[src/rtl/msdf_pkg.sv]
// Shared definitions for MSDF digit-serial stream scheduling.
// A token is {last, plus, minus}; plus and minus together encode one signed digit.
package msdf_pkg;

    localparam int unsigned DIGIT_W   = 3;
    localparam int unsigned LAST_BIT  = 2;
    localparam int unsigned PLUS_BIT  = 1;
    localparam int unsigned MINUS_BIT = 0;

    typedef enum logic {IDLE, LOCKED} arb_state_e;

    localparam logic [DIGIT_W-1:0] ZERO_DIGIT = 3'b000;

endpackage

[src/rtl/msdf_stream_arb_if.sv]
// Elastic token channel between N_REQ producers, the arbiter and one shared MSDF operator.
interface msdf_stream_arb_if import msdf_pkg::*; #(
    parameter int unsigned N_REQ = 4
) ();

    logic [DIGIT_W*N_REQ-1:0] dataInArray;
    logic [N_REQ-1:0]         pValidArray;
    logic [N_REQ-1:0]         readyArray;
    logic [DIGIT_W-1:0]       dataOutArray_0;
    logic                     validArray_0;
    logic                     nReadyArray_0;

    modport master (
        input  dataInArray,
        input  pValidArray,
        input  nReadyArray_0,
        output readyArray,
        output dataOutArray_0,
        output validArray_0
    );

    modport slave (
        output dataInArray,
        output pValidArray,
        output nReadyArray_0,
        input  readyArray,
        input  dataOutArray_0,
        input  validArray_0
    );

endinterface

[src/rtl/msdf_rr_pick.sv]
// Combinational round-robin picker: first set request at or above ptr, wrapping.
module msdf_rr_pick #(
    parameter int unsigned N_REQ = 4,
    parameter int unsigned IDX_W = $clog2(N_REQ)
) (
    input  logic [N_REQ-1:0] req,
    input  logic [IDX_W-1:0] ptr,
    output logic             any,
    output logic [IDX_W-1:0] idx
);

    logic [IDX_W-1:0] cand;

    always_comb begin
        any  = 1'b0;
        idx  = '0;
        cand = '0;
        for (int unsigned k = 0; k < N_REQ; k++) begin
            cand = IDX_W'((32'(ptr) + k) % N_REQ);
            if (!any && req[cand]) begin
                any = 1'b1;
                idx = cand;
            end
        end
    end

endmodule

[src/rtl/msdf_stream_arb.sv]
// Stream-granular round-robin arbiter in front of a shared MSDF operator.
// Grant is held until the last-flagged token (or MAX_DIGITS tokens) has been transferred.
module msdf_stream_arb import msdf_pkg::*; #(
    parameter int unsigned N_REQ      = 4,
    parameter int unsigned MAX_DIGITS = 64,
    parameter int unsigned GID_W      = $clog2(N_REQ)
) (
    input  logic                 clk,
    input  logic                 rstn,
    msdf_stream_arb_if.master    bus,
    output logic [GID_W-1:0]     grant_id,
    output logic                 busy,
    output logic [7:0]           digit_idx,
    output logic                 overflow
);

    arb_state_e         state_q, state_d;
    logic [GID_W-1:0]   grant_q, grant_d;
    logic [GID_W-1:0]   rr_ptr_q, rr_ptr_d;
    logic [7:0]         digit_q, digit_d;
    logic               ovf_q, ovf_d;

    logic               pick_any;
    logic [GID_W-1:0]   pick_idx;
    logic [DIGIT_W-1:0] data_arr [N_REQ];
    logic [DIGIT_W-1:0] sel_data;
    logic               sel_valid;
    logic               xfer;
    logic               at_max;
    logic               rel;

    msdf_rr_pick #(
        .N_REQ (N_REQ),
        .IDX_W (GID_W)
    ) u_pick (
        .req (bus.pValidArray),
        .ptr (rr_ptr_q),
        .any (pick_any),
        .idx (pick_idx)
    );

    for (genvar g = 0; g < N_REQ; g++) begin : g_slice
        assign data_arr[g] = bus.dataInArray[DIGIT_W*g +: DIGIT_W];
    end

    assign sel_data  = data_arr[grant_q];
    assign sel_valid = bus.pValidArray[grant_q];
    assign at_max    = (digit_q == 8'(MAX_DIGITS - 1));
    assign xfer      = (state_q == LOCKED) && sel_valid && bus.nReadyArray_0;
    // Release on the last token, or force it when the stream hits the digit limit.
    assign rel       = xfer && (sel_data[LAST_BIT] || at_max);

    always_ff @(posedge clk) begin
        if (!rstn) begin
            state_q <= IDLE;
        end else begin
            state_q <= state_d;
        end
    end

    always_comb begin
        state_d = state_q;
        case (state_q)
            IDLE:    if (pick_any) state_d = LOCKED;
            LOCKED:  if (rel)      state_d = IDLE;
            default: state_d = IDLE;
        endcase
    end

    // rr_ptr moves only on release so a granted requester cannot be skipped mid-pick.
    always_comb begin
        grant_d  = grant_q;
        rr_ptr_d = rr_ptr_q;
        digit_d  = digit_q;
        ovf_d    = ovf_q;
        if (state_q == IDLE && pick_any) begin
            grant_d = pick_idx;
        end
        if (rel) begin
            rr_ptr_d = (grant_q == GID_W'(N_REQ - 1)) ? '0 : grant_q + GID_W'(1);
            digit_d  = '0;
            if (!sel_data[LAST_BIT]) begin
                ovf_d = 1'b1;
            end
        end else if (xfer) begin
            digit_d = digit_q + 8'd1;
        end
    end

    always_ff @(posedge clk) begin
        if (!rstn) begin
            grant_q  <= '0;
            rr_ptr_q <= '0;
            digit_q  <= '0;
            ovf_q    <= 1'b0;
        end else begin
            grant_q  <= grant_d;
            rr_ptr_q <= rr_ptr_d;
            digit_q  <= digit_d;
            ovf_q    <= ovf_d;
        end
    end

    always_comb begin
        bus.dataOutArray_0 = ZERO_DIGIT;
        bus.validArray_0   = 1'b0;
        bus.readyArray     = '0;
        if (state_q == LOCKED) begin
            bus.dataOutArray_0      = sel_data;
            bus.validArray_0        = sel_valid;
            bus.readyArray[grant_q] = bus.nReadyArray_0;
        end
    end

    assign grant_id  = grant_q;
    assign busy      = (state_q == LOCKED);
    assign digit_idx = digit_q;
    assign overflow  = ovf_q;

endmodule

[src/flat_wrapper.sv]
// flat-port wrapper written by rule: the top's interface ports become plain ports
module msdf_stream_arb_flat import msdf_pkg::*;
#(
    parameter int unsigned N_REQ      = 4,
    parameter int unsigned MAX_DIGITS = 64,
    parameter int unsigned GID_W      = $clog2(N_REQ)
)
  (clk, rstn, grant_id, busy, digit_idx, overflow, bus_dataInArray, bus_pValidArray, bus_nReadyArray_0, bus_readyArray, bus_dataOutArray_0, bus_validArray_0);
  msdf_stream_arb_if #(.N_REQ(N_REQ)) bus_i ();
  input  logic clk;
  input  logic rstn;
  output logic [GID_W-1:0] grant_id;
  output logic busy;
  output logic [7:0] digit_idx;
  output logic overflow;
  input wire logic [$bits(bus_i.dataInArray)-1:0] bus_dataInArray;
  input wire logic [$bits(bus_i.pValidArray)-1:0] bus_pValidArray;
  input wire logic [$bits(bus_i.nReadyArray_0)-1:0] bus_nReadyArray_0;
  output wire logic [$bits(bus_i.readyArray)-1:0] bus_readyArray;
  output wire logic [$bits(bus_i.dataOutArray_0)-1:0] bus_dataOutArray_0;
  output wire logic [$bits(bus_i.validArray_0)-1:0] bus_validArray_0;
  assign bus_i.dataInArray = bus_dataInArray;
  assign bus_i.pValidArray = bus_pValidArray;
  assign bus_i.nReadyArray_0 = bus_nReadyArray_0;
  assign bus_readyArray = bus_i.readyArray;
  assign bus_dataOutArray_0 = bus_i.dataOutArray_0;
  assign bus_validArray_0 = bus_i.validArray_0;
  msdf_stream_arb #(.N_REQ(N_REQ), .MAX_DIGITS(MAX_DIGITS), .GID_W(GID_W)) u_core (.clk(clk), .rstn(rstn), .bus(bus_i), .grant_id(grant_id), .busy(busy), .digit_idx(digit_idx), .overflow(overflow));
endmodule
[config.mk]
export PLATFORM = sky130hd
export DESIGN_NAME = msdf_stream_arb_flat
export DESIGN_NICKNAME = d
export VERILOG_FILES = /design/src/rtl/msdf_pkg.sv /design/src/rtl/msdf_stream_arb_if.sv /design/src/rtl/msdf_rr_pick.sv /design/src/rtl/msdf_stream_arb.sv /design/src/flat_wrapper.sv
export SDC_FILE = /design/constraint.sdc
export NUM_CORES = 1
export LEC_CHECK = 0
export ABC_AREA = 1
export BUFFER_PORTS_ARGS = -buffer_cell sky130_fd_sc_hd__buf_2
export CAP_MARGIN = 25
export CORE_UTILIZATION = 49
export DETAILED_ROUTE_END_ITERATION = 7
export PLACE_DENSITY_LB_ADDON = 0.15
export SLEW_MARGIN = 20
export SYNTH_ARGS = -nofsm -noshare
export SYNTH_HDL_FRONTEND = slang
export SYNTH_SLANG_ARGS = --single-unit
[constraint.sdc]
create_clock -name clk -period 1.9 [get_ports clk]
set_input_delay 0.38 -clock clk [delete_from_list [all_inputs] [get_ports clk]]
set_output_delay 0.38 -clock clk [all_outputs]
set_load 0.005 [all_outputs]
# Word-level counts from Yosys, hierarchy flattened
# Cells that the tools add are included.
# Widths: inputs -> output; s select.
dict set report totals {
  input_bits 19
  output_inout_bits 20
  reg_bits 14
  ramBits 0
  mem_bits_ro 0
  latch_bits 0
  mem_count 0
}
dict set report classes {
  eq_ne 2
  addsub 5
  bitwise 5
  div_mod_pow 0
  shift 0
  n_mux 30
  n_reduce_logical 14
  multipliers 0
  n_lt_le_gt_ge 7
}
# cell n
set ops {}
lappend ops {{$lt 2x3->1 const B} 5}
lappend ops {{$mux 1} 13}
lappend ops {{$bmux 1 s2} 5}
lappend ops {{$mux 2} 5}
lappend ops {{$mux 3} 3}
lappend ops {{$add 8x1->8 const B} 1}
lappend ops {{$eq 8x6->1 const B} 1}
lappend ops {{$logic_and 1x1->1} 8}
lappend ops {{$bmux 3 s2} 1}
lappend ops {{$add 2x1->2 const B} 2}
lappend ops {{$add 2x2->2 const B} 2}
lappend ops {{$and 4x4->4} 1}
lappend ops {{$mux 4} 1}
lappend ops {{$ge 3x3->1 const B} 1}
lappend ops {{$logic_not 1->1} 3}
lappend ops {{$not 1->1} 3}
lappend ops {{$not 2->3} 1}
lappend ops {{$demux 1 s2} 1}
lappend ops {{$eq 2x2->1 const B} 1}
lappend ops {{$ge 2x1->1 const B} 1}
lappend ops {{$pmux 1 s2} 1}
lappend ops {{$reduce_and 2->1} 1}
lappend ops {{$reduce_or 2->1} 1}
lappend ops {{$logic_or 1x1->1} 1}

# Logic depth before layout (Yosys ltp)
dict set report depth {
  depth_word 14
  ltp_mapped 11
  depth_no_buf 11
}

# Modules after synthesis
# From an unflattened synthesis, not the netlist that was laid out.
dict set report hier_totals {
  cells_unflattened 200
  hier_area_um2 1281.2
}
# mod instances cells_each seq_area_each_um2 area_each_um2
set modules_own_cells {}
lappend modules_own_cells {msdf_stream_arb 1 141 280.3 962.2}
lappend modules_own_cells {msdf_rr_pick 1 59 0.0 319.1}

# Worst setup path before layout
# No wires, ideal clock.
dict set report synth_path {
  path_type {reg2reg}
  startpoint {register u_core.grant_q[0] (netlist: u_core.grant_id[0])}
  endpoint {register u_core.state_q (netlist: u_core.busy)}
  t_required_ps 1772
  arrival_ps 1292
  path_slack_ps 480
  stages_incl_launch_ff 10
  n_path_buf 2
  setup_ps 128
  period_less_slack_ps 1420
  cell_sequence {dfxtp_1 > buf_4 > nand2_1 > nand3_1 > nand2_2 > nor2_4 > buf_6 > nand2_1 > nand2_2 > o22ai_1}
}
dict set report synth_between {
  elab_chain_cells 8
  word_cells_on_any_way 12
  cone_classes {mux: 7; bitwise: 1; reduce/logical: 4}
}
# item line
set synth_lines {}
lappend synth_lines {{start, declared} msdf_stream_arb.sv:18} ;# logic [GID_W-1:0] grant_q, grant_d;
lappend synth_lines {{start signal, assigned} msdf_stream_arb.sv:97} ;# grant_q <= grant_d;
lappend synth_lines {{$not 2->3 (not written as such)} msdf_stream_arb.sv:46} ;# assign sel_data = data_arr[grant_q];
lappend synth_lines {{$bmux 3 s2} msdf_stream_arb.sv:46}
lappend synth_lines {{$mux 3 (not written as such) (2 in series)} msdf_stream_arb.sv:46}
lappend synth_lines {{$logic_or 1x1->1} msdf_stream_arb.sv:51} ;# assign rel = xfer && (sel_data[LAST_BIT] || at_max);
lappend synth_lines {{$logic_and 1x1->1 *} msdf_stream_arb.sv:51}
lappend synth_lines {{$mux 1 *} msdf_stream_arb.sv:65} ;# LOCKED: if (rel) state_d = IDLE;
lappend synth_lines {{$pmux 1 s2 *} msdf_stream_arb.sv:63} ;# case (state_q)
lappend synth_lines {{end signal, assigned} msdf_stream_arb.sv:57} ;# state_q <= state_d;
lappend synth_lines {{end, declared} msdf_stream_arb.sv:17} ;# arb_state_e state_q, state_d;
# Mark *: on every way between the ends. The rest lies on a longest branch, timed or not. The select of a mux whose other input is x is not followed.
# A chain may end at the register's enable or synchronous reset.

# Final worst setup path
dict set report layout_path {
  startpoint {register u_core.grant_q[1] (netlist: u_core.grant_id[1])}
  endpoint {output bus_dataOutArray_0[0]}
}
dict set report layout_between {
  elab_chain_cells 5
}
# item line
set layout_lines {}
lappend layout_lines {{$not 2->3 (not written as such)} msdf_stream_arb.sv:46}
lappend layout_lines {{$bmux 3 s2} msdf_stream_arb.sv:46}
lappend layout_lines {{$mux 3 (not written as such) (2 in series)} msdf_stream_arb.sv:46}
lappend layout_lines {{$mux 3} msdf_stream_arb.sv:108} ;# if (state_q == LOCKED) begin
lappend layout_lines {{end, declared} flat_wrapper.sv:20} ;# output wire logic [$bits(bus_i.dataOutArray_0)-1:0] bus_dataOutArray_0;
# No other way between the ends. The select of a mux whose other input is x is not followed.

==> summary.md <==
| Metric | Value |
|---|---|
| Seq/Total Area, Yosys | 0.253 |
| Max Slew Vio Count | 0 |
| Syn nets | 212 |
| Rel. slew slack | 0.772 |
| Final period demand of the worst path | 1760 ps |
| Placed cells | 251 |
| Cts repair resizes | 0 |
| Mapped Area | 1110 um2 |
| Synth top area cells | dfxtp_1 25%, nand2_1 18%, nor2_1 9.8% |
| Peak supply drop | 0.519 mV |
| CP endpoint | bus_dataOutArray_0[0] |
| CP arrival | 1380 ps |
| Final WS setup | 144 ps |
| Total net switching power | 477 uW |
| Rows | 16 |
| Post-DP HPWL | 2120 um |
| Reg power frac | 0.328 |
| Routed length per instance | 10.5 um |
| Worst Setup SP | u_core.grant_id[1] |
| Largest net degree at the start of global routing | 13 |
| Initial antenna violation count | 0 |
| CP cell instances | inv_2, nor2_1, o21ai_0, a21oi_1, buf_2 |
| Worst slack, placed | 231 ps |
| Synthesized netlist cell count | 188 |
| Critical path type | reg2out |
| R2R Path End | u_core.busy |
| Die area | 2450 um2 |
| FF-to-FF setup slack | 250 ps |
| Int Pwr | 639 uW |
| Critical path peak fanout | 8 |
| Clk pwr share | 0.199 |
| Reg2Reg Depth | 7 |
| Hold WC Path Type | in2reg |
| Synth top cells by count | 53 x nand2_1, 29 x nor2_1, 19 x inv_1, 14 x dfxtp_1, 13 x a21oi_1 |
| Top cell type's share of synthesized area | 0.253 |
| Total Routing Usage GR | 0.228 |
| Core ar. | 2040 um2 |
| TritonCTS clock tree | done |
| Final nets | 253 |
| RSZ-0062 raised after global routing | false |
| P&R area growth vs syn | 21.8% |
| Final GP Congestion | 0.917 |
| Fin cells | 255 |
| Post-Synth XOR/XNOR Area | 0 |
| Fin crit share | 0.924 |
| Clk root buf | clkbuf_4 |
| Largest area contributor in the netlist | dfxtp_1 |
| Detailed Route WL | 2670 um |
| Slowest stage cell, crit path | dfxtp_1 |
| Layout cells sized above 1 | 0.246 |
| Combinational share of power | 0.472 |
| Setup Skew | 5.29 ps |
| Adder-Cell Fraction of Synth Area | 0.0565 |
| Ys flop type | dfxtp_1 |
| Syn avg cell area | 5.89 um2 |
| Final Hold Vio Count | 0 |
| Critical Path Stages | 5 |
| Top delay family on crit path | flip-flops |
| Reg clk slew, reported paths | 90 ps |
| Buffers on Ports | 38 |
| R2R Path Start | u_core.grant_id[1] |
| Die height | 49.5 um |
| CTS Buf Count | 3 |
| Unique masters post-synth | 24 |
| Count leader, synth | nand2_1 |
| Setup violators final | 0 |
| #FFs+latches synth | 14 |
| DRC Markers | 0 |
| Number of primary I/O pins | 39 |
| Vias per cell | 5.13 |
| Max stage delay on crit path | 490 ps |
| Post-synthesis mux area share | 0 |
| GRT overflow | 0 |
| Status | complete, no violations |
| CP endpoint kind | output pin |
| Post-DRT Antenna Nets | 0 |
| Die X | 49.5 um |
| Clk_lat worst skew | 280 ps |
| First-pass GRT wire length | 4400 um |
| Buf/Inv on CP | 2 |
| Post-CTS Hold Buffers | 0 |
| Clock Path Buffers | 2 |
| Main combinational cell family by area after synthesis | simple AND/OR/NAND/NOR gates |
| Maximum clock rate | 569 MHz |
| Hold Slack | 379 ps |
| Initial core utilization | 0.542 |
| H-tree depth | 1 |
| Least-Margin Pin Slew | 342 ps |
| CP Launch Type | flip-flop |
| WP data required | 1520 ps |
| Power Density | 827 nW/um2 |
| Sw frac | 0.428 |
| DRT Pass-1 Iters | 4 |
| # diodes | 0 |
| Vias in the first global route | 1088 |
| Maxcap violations | 0 |
| Post-CTS Setup Repair Bufs | 0 |
| EDFF count, synth | 0 |
| Initial DRC count | 25 |
| Num Clock Sinks | 14 |
| Setup TNS | 0 ps |
| YS warnings | 0 |
| DR vias | 1309 |
| Simple-gate area share of the yosys netlist | 0.434 |
| Leakage power | 0.000683 uW |
| Synth Area in Compound Gates | 0.151 |
| Asr flop ratio synth | 0 |
==> routing by layer <==
metal	vias up	share of wire	GRT usage
met1	579	0.48	0.300
met4	0	0.0052	0.0619
li1	680	-	-
met2	46	0.45	0.372
met3	4	0.069	0.0525
met5	-	0	0
==> worst reg2reg max path, cell delays in order, from the launching register on <==
cell     delay, ps
dfxtp_1        490
inv_2          130
nand3_1        120
nand2_2         80
nor2_4         250
nand2_1        150
nand2_2        210
o22ai_1        110
==> placed cells by master (no fill, tap or decap) <==
master	count
nand2_2	3
nor2_1	29
ha_1	5
inv_1	19
o22ai_1	1
nor2_2	1
a21oi_1	13
buf_2	38
or2_0	1
a21boi_0	1
o21ai_0	9
nand3_2	1
or2_1	1
clkbuf_4	3
a21oi_2	1
o21ai_1	7
nand3b_1	1
nand3_1	11
nor2_4	2
nand2_1	53
nor3_1	3
dfxtp_1	14
clkbuf_8	1
buf_4	1
inv_2	5
nand4_1	4
==> worst min-delay path by stage <==
stage	from	end	slack [ps]	cells past startpoint
3_3_place_gp	u_core.overflow	u_core.overflow	440	2
2_1_floorplan	u_core.overflow	u_core.overflow	440	2
4_1_cts	rstn	u_core.grant_id[1]	370	3
3_5_place_dp	u_core.overflow	u_core.overflow	440	2
6_report	rstn	u_core.grant_id[1]	380	3
5_1_grt	rstn	u_core.overflow	390	3
==> sequential cells by signal (all words and copies together) (netlist names) <==
| register | cells |
|---|---|
| u_core.grant_id | 2 |
| u_core.rr_ptr_q | 2 |
| u_core.digit_idx | 8 |
| u_core.overflow | 1 |
| u_core.busy | 1 |
==> layout make-up <==
type,instances,area (um2)
multi-input cells,147,711
inverters,24,90.1
fillers,207,693
well taps,27,33.8
repair buffers,39,198
clock buffers,4,36.3
flip-flops and latches,14,280
==> stage by stage <==
| step | power, uW | util | instance area, um2 |
|---|---|---|---|
| after detailed placement | 897 | 0.643 | 1310 |
| after floorplan | 751 | - | 1110 |
| after global placement | 884 | 0.643 | 1310 |
| after global routing | 1220 | 0.661 | 1350 |
| after CTS | 1120 | 0.661 | 1350 |
| final | 1120 | 0.661 | 1350 |
==> cells by family after synthesis <==
logic type      count (synthesis)
compound gates                 32
buf+inv                        27
simple gates                  110
fa+ha+maj                       5
flops                          14
==> power by group through the flow <==
stage,registers [uW],clock network (uW),logic (uW)
3_3_place_gp,370,0,514
4_1_cts,366,229,527
2_1_floorplan,366,0,385
6_report,366,223,527
5_1_grt,370,249,604
3_5_place_dp,373,0,524
Note: power is estimated with default switching activity, not from simulation.
